**src/rtl/mem_bus_arbiter.sv**
```systemverilog
// rtl/mem_bus_arbiter.sv - fetch/mem-stage arbiter for one single-port RAM; optional fetch starvation guard via MEM_ARB_STARVE_GUARD_EN
module mem_bus_arbiter #(
    parameter int MEM_LAT    = 1,
    parameter int STARVE_MAX = 4
) (
    input  logic        clk,
    input  logic        rst,
    input  logic        inst_req_i,
    input  logic [31:0] inst_addr_i,
    output logic        inst_gnt_o,
    output logic        inst_rvalid_o,
    output logic [31:0] inst_rdata_o,
    input  logic        flush_i,
    input  logic        data_req_i,
    input  logic        data_we_i,
    input  logic [3:0]  data_sel_i,
    input  logic [31:0] data_addr_i,
    input  logic [31:0] data_wdata_i,
    output logic        data_gnt_o,
    output logic        data_rvalid_o,
    output logic [31:0] data_rdata_o,
    output logic        ram_ce_o,
    output logic        ram_we_o,
    output logic [3:0]  ram_sel_o,
    output logic [31:0] ram_addr_o,
    output logic [31:0] ram_wdata_o,
    input  logic [31:0] ram_rdata_i,
    output logic        stallreq_if_o,
    output logic        stallreq_mem_o
);

    if (MEM_LAT < 1 || MEM_LAT > 4 || STARVE_MAX < 1) begin : g_param_check
        $error("mem_bus_arbiter: MEM_LAT must be 1..4 and STARVE_MAX >= 1");
    end

    typedef enum logic [1:0] {
        S_IDLE,
        S_ISSUE,
        S_WAIT
    } state_e;

    localparam logic [1:0] CNT_INIT = 2'(MEM_LAT - 1);

    state_e      state_q, state_d;
    logic [1:0]  cnt_q, cnt_d;
    logic        owner_q, owner_d;      // 1 = data port owns the transaction
    logic        we_q, we_d;
    logic [3:0]  sel_q, sel_d;
    logic [31:0] addr_q, addr_d;
    logic [31:0] wdata_q, wdata_d;
    logic        drop_q, drop_d;

    logic run, resp, win, issue, any_gnt, force_fetch;
    logic fetch_out, data_out;

    // Outputs are gated by the reset input so they fall the moment reset asserts.
    assign run     = rst;
    assign resp    = (state_q == S_WAIT) && (cnt_q == 2'd0);
    assign win     = run && ((state_q == S_IDLE) || resp);
    assign issue   = run && (state_q == S_ISSUE);

    assign data_gnt_o = win && data_req_i && !force_fetch;
    assign inst_gnt_o = win && inst_req_i && !data_gnt_o;
    assign any_gnt    = inst_gnt_o || data_gnt_o;

`ifdef MEM_ARB_STARVE_GUARD_EN
    localparam int SW = $clog2(STARVE_MAX + 1);
    logic [SW-1:0] starve_q, starve_d;

    assign force_fetch = (starve_q == SW'(STARVE_MAX)) && inst_req_i && data_req_i;

    always_comb begin
        starve_d = starve_q;
        if (inst_gnt_o) begin
            starve_d = '0;
        end else if (data_gnt_o && inst_req_i) begin
            starve_d = starve_q + 1'b1;
        end else if (win && !inst_req_i) begin
            starve_d = '0;
        end
    end

    always_ff @(posedge clk or negedge rst) begin
        if (!rst) begin
            starve_q <= '0;
        end else begin
            starve_q <= starve_d;
        end
    end
`else
    assign force_fetch = 1'b0;
`endif

    assign ram_ce_o    = issue;
    assign ram_we_o    = issue && we_q;
    assign ram_sel_o   = issue ? sel_q   : 4'b0000;
    assign ram_addr_o  = issue ? addr_q  : 32'h0;
    assign ram_wdata_o = issue ? wdata_q : 32'h0;

    // A flush seen in the response cycle itself still kills that fetch.
    assign inst_rvalid_o = run && resp && !owner_q && !drop_q && !flush_i;
    assign inst_rdata_o  = (run && resp && !owner_q) ? ram_rdata_i : 32'h0;
    assign data_rvalid_o = run && resp && owner_q;
    assign data_rdata_o  = data_rvalid_o ? ram_rdata_i : 32'h0;

    assign fetch_out      = !owner_q && ((state_q == S_ISSUE) || ((state_q == S_WAIT) && (cnt_q != 2'd0)));
    assign data_out       = owner_q && (state_q != S_IDLE);
    assign stallreq_if_o  = run && ((inst_req_i && !inst_gnt_o) || fetch_out);
    assign stallreq_mem_o = run && (data_req_i || data_out) && !data_rvalid_o;

    always_comb begin
        state_d = state_q;
        cnt_d   = cnt_q;
        owner_d = owner_q;
        we_d    = we_q;
        sel_d   = sel_q;
        addr_d  = addr_q;
        wdata_d = wdata_q;
        drop_d  = drop_q;

        case (state_q)
            S_IDLE:  if (any_gnt) state_d = S_ISSUE;
            S_ISSUE: begin
                state_d = S_WAIT;
                cnt_d   = CNT_INIT;
            end
            S_WAIT: begin
                if (cnt_q != 2'd0) begin
                    cnt_d = cnt_q - 2'd1;
                end else begin
                    state_d = any_gnt ? S_ISSUE : S_IDLE;
                end
            end
            default: state_d = S_IDLE;
        endcase

        if (any_gnt) begin
            owner_d = data_gnt_o;
            we_d    = data_gnt_o && data_we_i;
            sel_d   = data_gnt_o ? data_sel_i : 4'b1111;
            addr_d  = data_gnt_o ? data_addr_i : inst_addr_i;
            wdata_d = data_gnt_o ? data_wdata_i : 32'h0;
            drop_d  = 1'b0;
        end else if ((state_q != S_IDLE) && !owner_q && flush_i) begin
            drop_d  = 1'b1;
        end
    end

    always_ff @(posedge clk or negedge rst) begin
        if (!rst) begin
            state_q <= S_IDLE;
            cnt_q   <= 2'd0;
            owner_q <= 1'b0;
            we_q    <= 1'b0;
            sel_q   <= 4'b0000;
            addr_q  <= 32'h0;
            wdata_q <= 32'h0;
            drop_q  <= 1'b0;
        end else begin
            state_q <= state_d;
            cnt_q   <= cnt_d;
            owner_q <= owner_d;
            we_q    <= we_d;
            sel_q   <= sel_d;
            addr_q  <= addr_d;
            wdata_q <= wdata_d;
            drop_q  <= drop_d;
        end
    end

endmodule

```
**config.mk**
```make
export PLATFORM = sky130hd
export DESIGN_NAME = mem_bus_arbiter
export DESIGN_NICKNAME = d
export VERILOG_FILES = /design/src/rtl/mem_bus_arbiter.sv
export SDC_FILE = /design/constraint.sdc
export NUM_CORES = 1
export LEC_CHECK = 0
export CORE_MARGIN = 2
export CORE_UTILIZATION = 39
export DETAILED_ROUTE_END_ITERATION = 6
export GPL_ROUTABILITY_DRIVEN = 0
export GPL_TIMING_DRIVEN = 0
export PLACE_DENSITY = 0.85
export SLEW_MARGIN = 15
export SYNTH_ARGS = -nofsm -noshare
export SYNTH_HDL_FRONTEND = slang
export SYNTH_SLANG_ARGS = --single-unit
```
**constraint.sdc**
```tcl
create_clock -name clk -period 4.45 [get_ports clk]
set_input_delay 1.1125 -clock clk [delete_from_list [all_inputs] [get_ports clk]]
set_output_delay 1.1125 -clock clk [all_outputs]
set_load 0.05 [all_outputs]
```
Word level (Yosys, flattened, before mapping)
Index checks and enable logic that the tools add are counted.

Register bits after elaboration: 75. Input port bits: 138. Output and inout bits: 140. Word-level logic and storage cells: 71.

Add/sub/neg operators: 1. Equal/unequal tests: 5. Muxes and demuxes: 16. Reductions and logical operators: 41.

Operators by type and width (count): 32-bit 2-to-1 mux (6); 1-bit logical AND (22); 4-bit 2-to-1 mux (2); 2-bit nonzero test (4); 1-bit zero test (6); 2-bit 2-to-1 mux (3); 2-bit case mux with 3 select lines (1); 1-bit logical OR (5); 2-bit zero test (2); 2-bit inequality test (second input constant) (2); 2-bit case mux with 2 select lines (1); 2-bit AND reduction (2); 1-bit 2-to-1 mux (3); 2-bit by 1-bit equality test with 1-bit output (second input constant) (1); 2-bit equality test (second input constant) (1); 2-bit by 1-bit inequality test with 1-bit output (second input constant) (1); 2-bit by 1-bit subtractor with 2-bit output (second input constant) (1).

Longest topological paths before layout
Gate-level depths: netlist (run 1).

Depth after elaboration: 11. Gate-level depth with buffers: 8. Depth with buffers taken out: 6.

Worst setup path after synthesis (run 1)
No wires, ideal clock.

Path kind: in2out. From: input rst. To: output inst_rvalid_o. Arrival time: 2831 ps. Data required time: 3338 ps. Setup slack: 506 ps. Cell stages on the path: 4. Buffers on the path: 1. Cells stage by stage: nand2b_1 -> buf_2 -> nor3_1 -> nor3b_1.

Longest elaborated chain between the ends: 4.

RTL lines: from (decl) (line 7) `input logic rst,`; 1-bit logical AND (4 in a row) (line 101) `assign inst_rvalid_o = run && resp && !owner_q && !drop_q && !flush_i;`; to (decl) (line 11) `output logic inst_rvalid_o,`.

No other way between the ends.

Worst setup path in the final report (run 1)
From: input rst. To: output ram_addr_o[13].

Longest elaborated chain between the ends: 2.

RTL lines: 1-bit logical AND (line 60) `assign issue = run && (state_q == S_ISSUE);`; 32-bit 2-to-1 mux (line 97) `assign ram_addr_o = issue ? addr_q : 32'h0;`; to (decl) (line 25) `output logic [31:0] ram_addr_o,`.

No other way between the ends.

==> results.toml, run 1 <==
[run_status]
outcome = "completed"

[setup_path]
arrival_ns = 3.18
cp_data_required_time_ns = 3.34
critPathLaunchType = "input pin"
crit_path_end_kind = "output port"
path_cells = "buf_6 > nor3b_4 > clkbuf_1 > and2_1 > clkdlybuf4s50_1"
critical_path.slowest_cell = "clkdlybuf4s50_1"
critical_path_class = "in2out"
cp_slowest_stage_delay_ns = 0.81
cp_max_fo = 27

[drt]
firstDrtPassIters = 4
ant_nets = 0
num_vias = 4367
drt_wl_total_mm = 15.4
drt_iter0_markers = 288
drc = 0
vias_per_cell = 5.13
post_drt_wl_per_cell_um = 18.1

[yosys]
yosys.area_share.xor_xnor_pct = 0
synth_mux_area_share_pct = 0.238
ys_types = 32
yosys.area_share.simple_pct = 23.2
ys.warnings.count = 0
syn_area_um2 = 4200
seq_area_frac_synth_pct = 44.7
synthAdderAreaFrac_pct = 0.298
synth_top_family_by_area = "compound AO/OA/AOI/OAI gates"
synth_nets = 559
synth_compound_area_share_pct = 23.7
synthCells = 420
synth_area_per_cell_um2 = 9.99
synth-seq-cells = 75

[die]
die_h_um = 108
start_util_pct = 40.5
ioPinCount = 278
dieArea_um2 = 11600
core_area_um2 = 10400
die_w_um = 108
row_count = 37

[global_route]
first_global_vias = 4691
grt_max_degree = 56
grt_pass1_wl_mm = 23.6
track_usage_pct = 26.1
grt-ovfl-total = 0
antenna_found_initial = 1

[power_and_ir_drop]
p_switching_w = 0.000639
p_seq_share_pct = 43.1
p_int_w = 0.00129
clockPowerShare_pct = 23.8
max-vdd-ir-drop_uv = 119
p_leak_nw = 3.28
switching_share_pct = 33.1
combinationalPowerShare_pct = 33.0
p_per_area_nw_per_um2 = 260

[sta]
skew_ns = 0.0101
hold_violations = 0
fin_crit_sh_pct = 96.4
slew_viol_final = 0
tightest_slew_ns = 0.565
slew_headroom_pct = 62.2
layout_min_cycle_time_ns = 4.29
max_clock_freq_mhz = 233
rsz0062_at_grt = "false"
report.final.setup_viol = 0

[placed_design]
place_hpwl_mm = 11.8
io_buffer_count = 277
placedInstanceArea_um2 = 7170

[flow_run]
drv_cap = 0

[clock_tree]
root_buffer = "clkbuf_8"
clock_sinks = 75
ctsHoldBuffers = 0
cts_tree = "done"
clk_latency_ns = 0.35
cts.clk_slew.worst_paths_ns = 0.08
clock_path_buffers = 2
cts-htree-levels = 3
cts_buffers = 9

[layout]
stdcell_area_um2 = 7420
drive_gt1_share_pct = 18.5
fin_util_pct = 71.6
areaGrowthSynthToFinish_pct = 76.8
fin_nets = 848

[hold_path]
hold_path_class = "reg2reg"
==> layer usage <==
layer	part of all wire [%]	vias up	GRT usage (%)
met1	38	2084	30.1
li1	-	2046	-
met2	51	209	44.7
met3	7.9	28	6.96
met4	2.9	0	12.3
met5	0	-	0
==> repair_timing <==
action / CTS / global route
gates resized for setup: 194 / 16
setup endpoints to repair: 138 / 130
setup buffers: 0 / 0
==> cell families (layout without fill, tap and decap cells) <==
group,after synthesis,after routing
AOI/OAI and AO/OA,111,111
adders and majority gates,1,1
buffers and inverters,76,370
DFF,75,75
muxes,1,1
other,0,1
and+or+nand+nor,156,156
==> synth_stat cells <==
| cell | instances | area share [%] |
|---|---|---|
| and2_1 | 133 | 20 |
| dfrtp_1 | 75 | 45 |
| a22o_1 | 35 | 7.3 |
| inv_1 | 35 | 3.1 |
| o221a_2 | 32 | 8.6 |
| o31ai_1 | 30 | 5.4 |
| clkbuf_1 | 25 | 2.2 |
| buf_2 | 8 | 0.95 |
| nor2_1 | 5 | 0.45 |
| buf_6 | 4 | 1.1 |
| o21ai_0 | 4 | 0.48 |
| o22a_1 | 4 | 0.83 |
| nor2b_1 | 3 | 0.45 |
| or3_1 | 3 | 0.45 |
| a21o_1 | 2 | 0.36 |
| inv_2 | 2 | 0.18 |
| nand2b_1 | 2 | 0.30 |
| nand3_1 | 2 | 0.24 |
| nand4b_1 | 2 | 0.42 |
| nor3b_1 | 2 | 0.36 |
| a21oi_1 | 1 | 0.12 |
| a32o_1 | 1 | 0.24 |
| a41oi_1 | 1 | 0.21 |
| buf_4 | 1 | 0.18 |
| clkbuf_2 | 1 | 0.12 |
| ha_1 | 1 | 0.30 |
| mux2i_1 | 1 | 0.24 |
| nand2_1 | 1 | 0.089 |
| nand3_2 | 1 | 0.24 |
| nor3_1 | 1 | 0.12 |
| nor3b_2 | 1 | 0.30 |
| o21a_1 | 1 | 0.18 |
==> stage by stage <==
| stage | power [W] | worst slack [ns] | cells | hold slack [ns] | setup TNS, ns |
|---|---|---|---|---|---|
| floorplan | 0.00120 | 0.506 | 420 | 0.452 | 0 |
| global placement | 0.00147 | -3.09 | 833 | 0.464 | -517.99 |
| detailed placement | 0.00149 | -0.626 | 834 | 0.472 | -34.85 |
| CTS | 0.00195 | 0.0102 | 850 | 0.491 | 0 |
| global route | 0.00203 | 0.00728 | 851 | 0.509 | 0 |
| finish | 0.00193 | 0.160 | 851 | 0.489 | 0 |
==> sequential cells by signal, indices dropped and copies added (netlist names) <==
signal and cells:
addr_q 32, wdata_q 32, sel_q 4, cnt_q 2, state_q 2, drop_q 1
owner_q 1, we_q 1
==> final timing paths <==
kind	from	end	slack [ns]	cells past startpoint
setup / recovery	rst	ram_addr_o[13]	0.16	5
hold / removal	sel_q[2]	sel_q[2]	0.49	1
setup reg to reg	cnt_q[0]	addr_q[17]	2.37	7
hold reg to reg	sel_q[2]	sel_q[2]	0.49	1
max in group asynchronous	rst	addr_q[14]	3.28	2
min in group asynchronous	rst	wdata_q[17]	0.61	1
==> final cells by class <==
cell class / instances / area (µm²)
Antenna cell: 1 / 2.50
Buffer: 39 / 193
Clock buffer: 10 / 128
Clock inverter: 6 / 42.5
Fill cell: 776 / 2950
Inverter: 37 / 139
Multi-Input combinational cell: 269 / 2010
Sequential cell: 75 / 1880
Tap cell: 136 / 170
Timing Repair Buffer: 278 / 2860
==> cells in the final DEF, fill, tap and decap left out, drive strengths merged, types with 5 or more instances in the layout <==
cell type / instances
clkbuf: 38
buf: 16
dlymetal6s2s: 5
clkdlybuf4s15: 59
a22o: 35
dlygate4sd2: 10
clkdlybuf4s50: 199
o31ai: 30
and2: 133
o221a: 32
dfrtp: 75
nor2: 5
inv: 37
==> critical path, delay by kind of cell <==
family / cells / cell delay (ns)
simple gates: 2 / 0.67
buf+inv: 3 / 1.39
==> power by group through the flow <==
stage / Combinational (W) / Clock (W) / Sequential, W
2_1_floorplan: 0.000370 / 0 / 0.000828
4_1_cts: 0.000641 / 0.000473 / 0.000832
3_5_place_dp: 0.000642 / 0 / 0.000844
3_3_place_gp: 0.000627 / 0 / 0.000839
5_1_grt: 0.000682 / 0.000505 / 0.000846
6_report: 0.000639 / 0.000461 / 0.000834
(Power assumes the default switching activity.)
==> inputs of run 2 (changes only) <==
Settings changed: HOLD_SLACK_MARGIN set to 0.03.
==> results of run 2 <==
Final layout, timing and power as in run 1 (identical DEF).
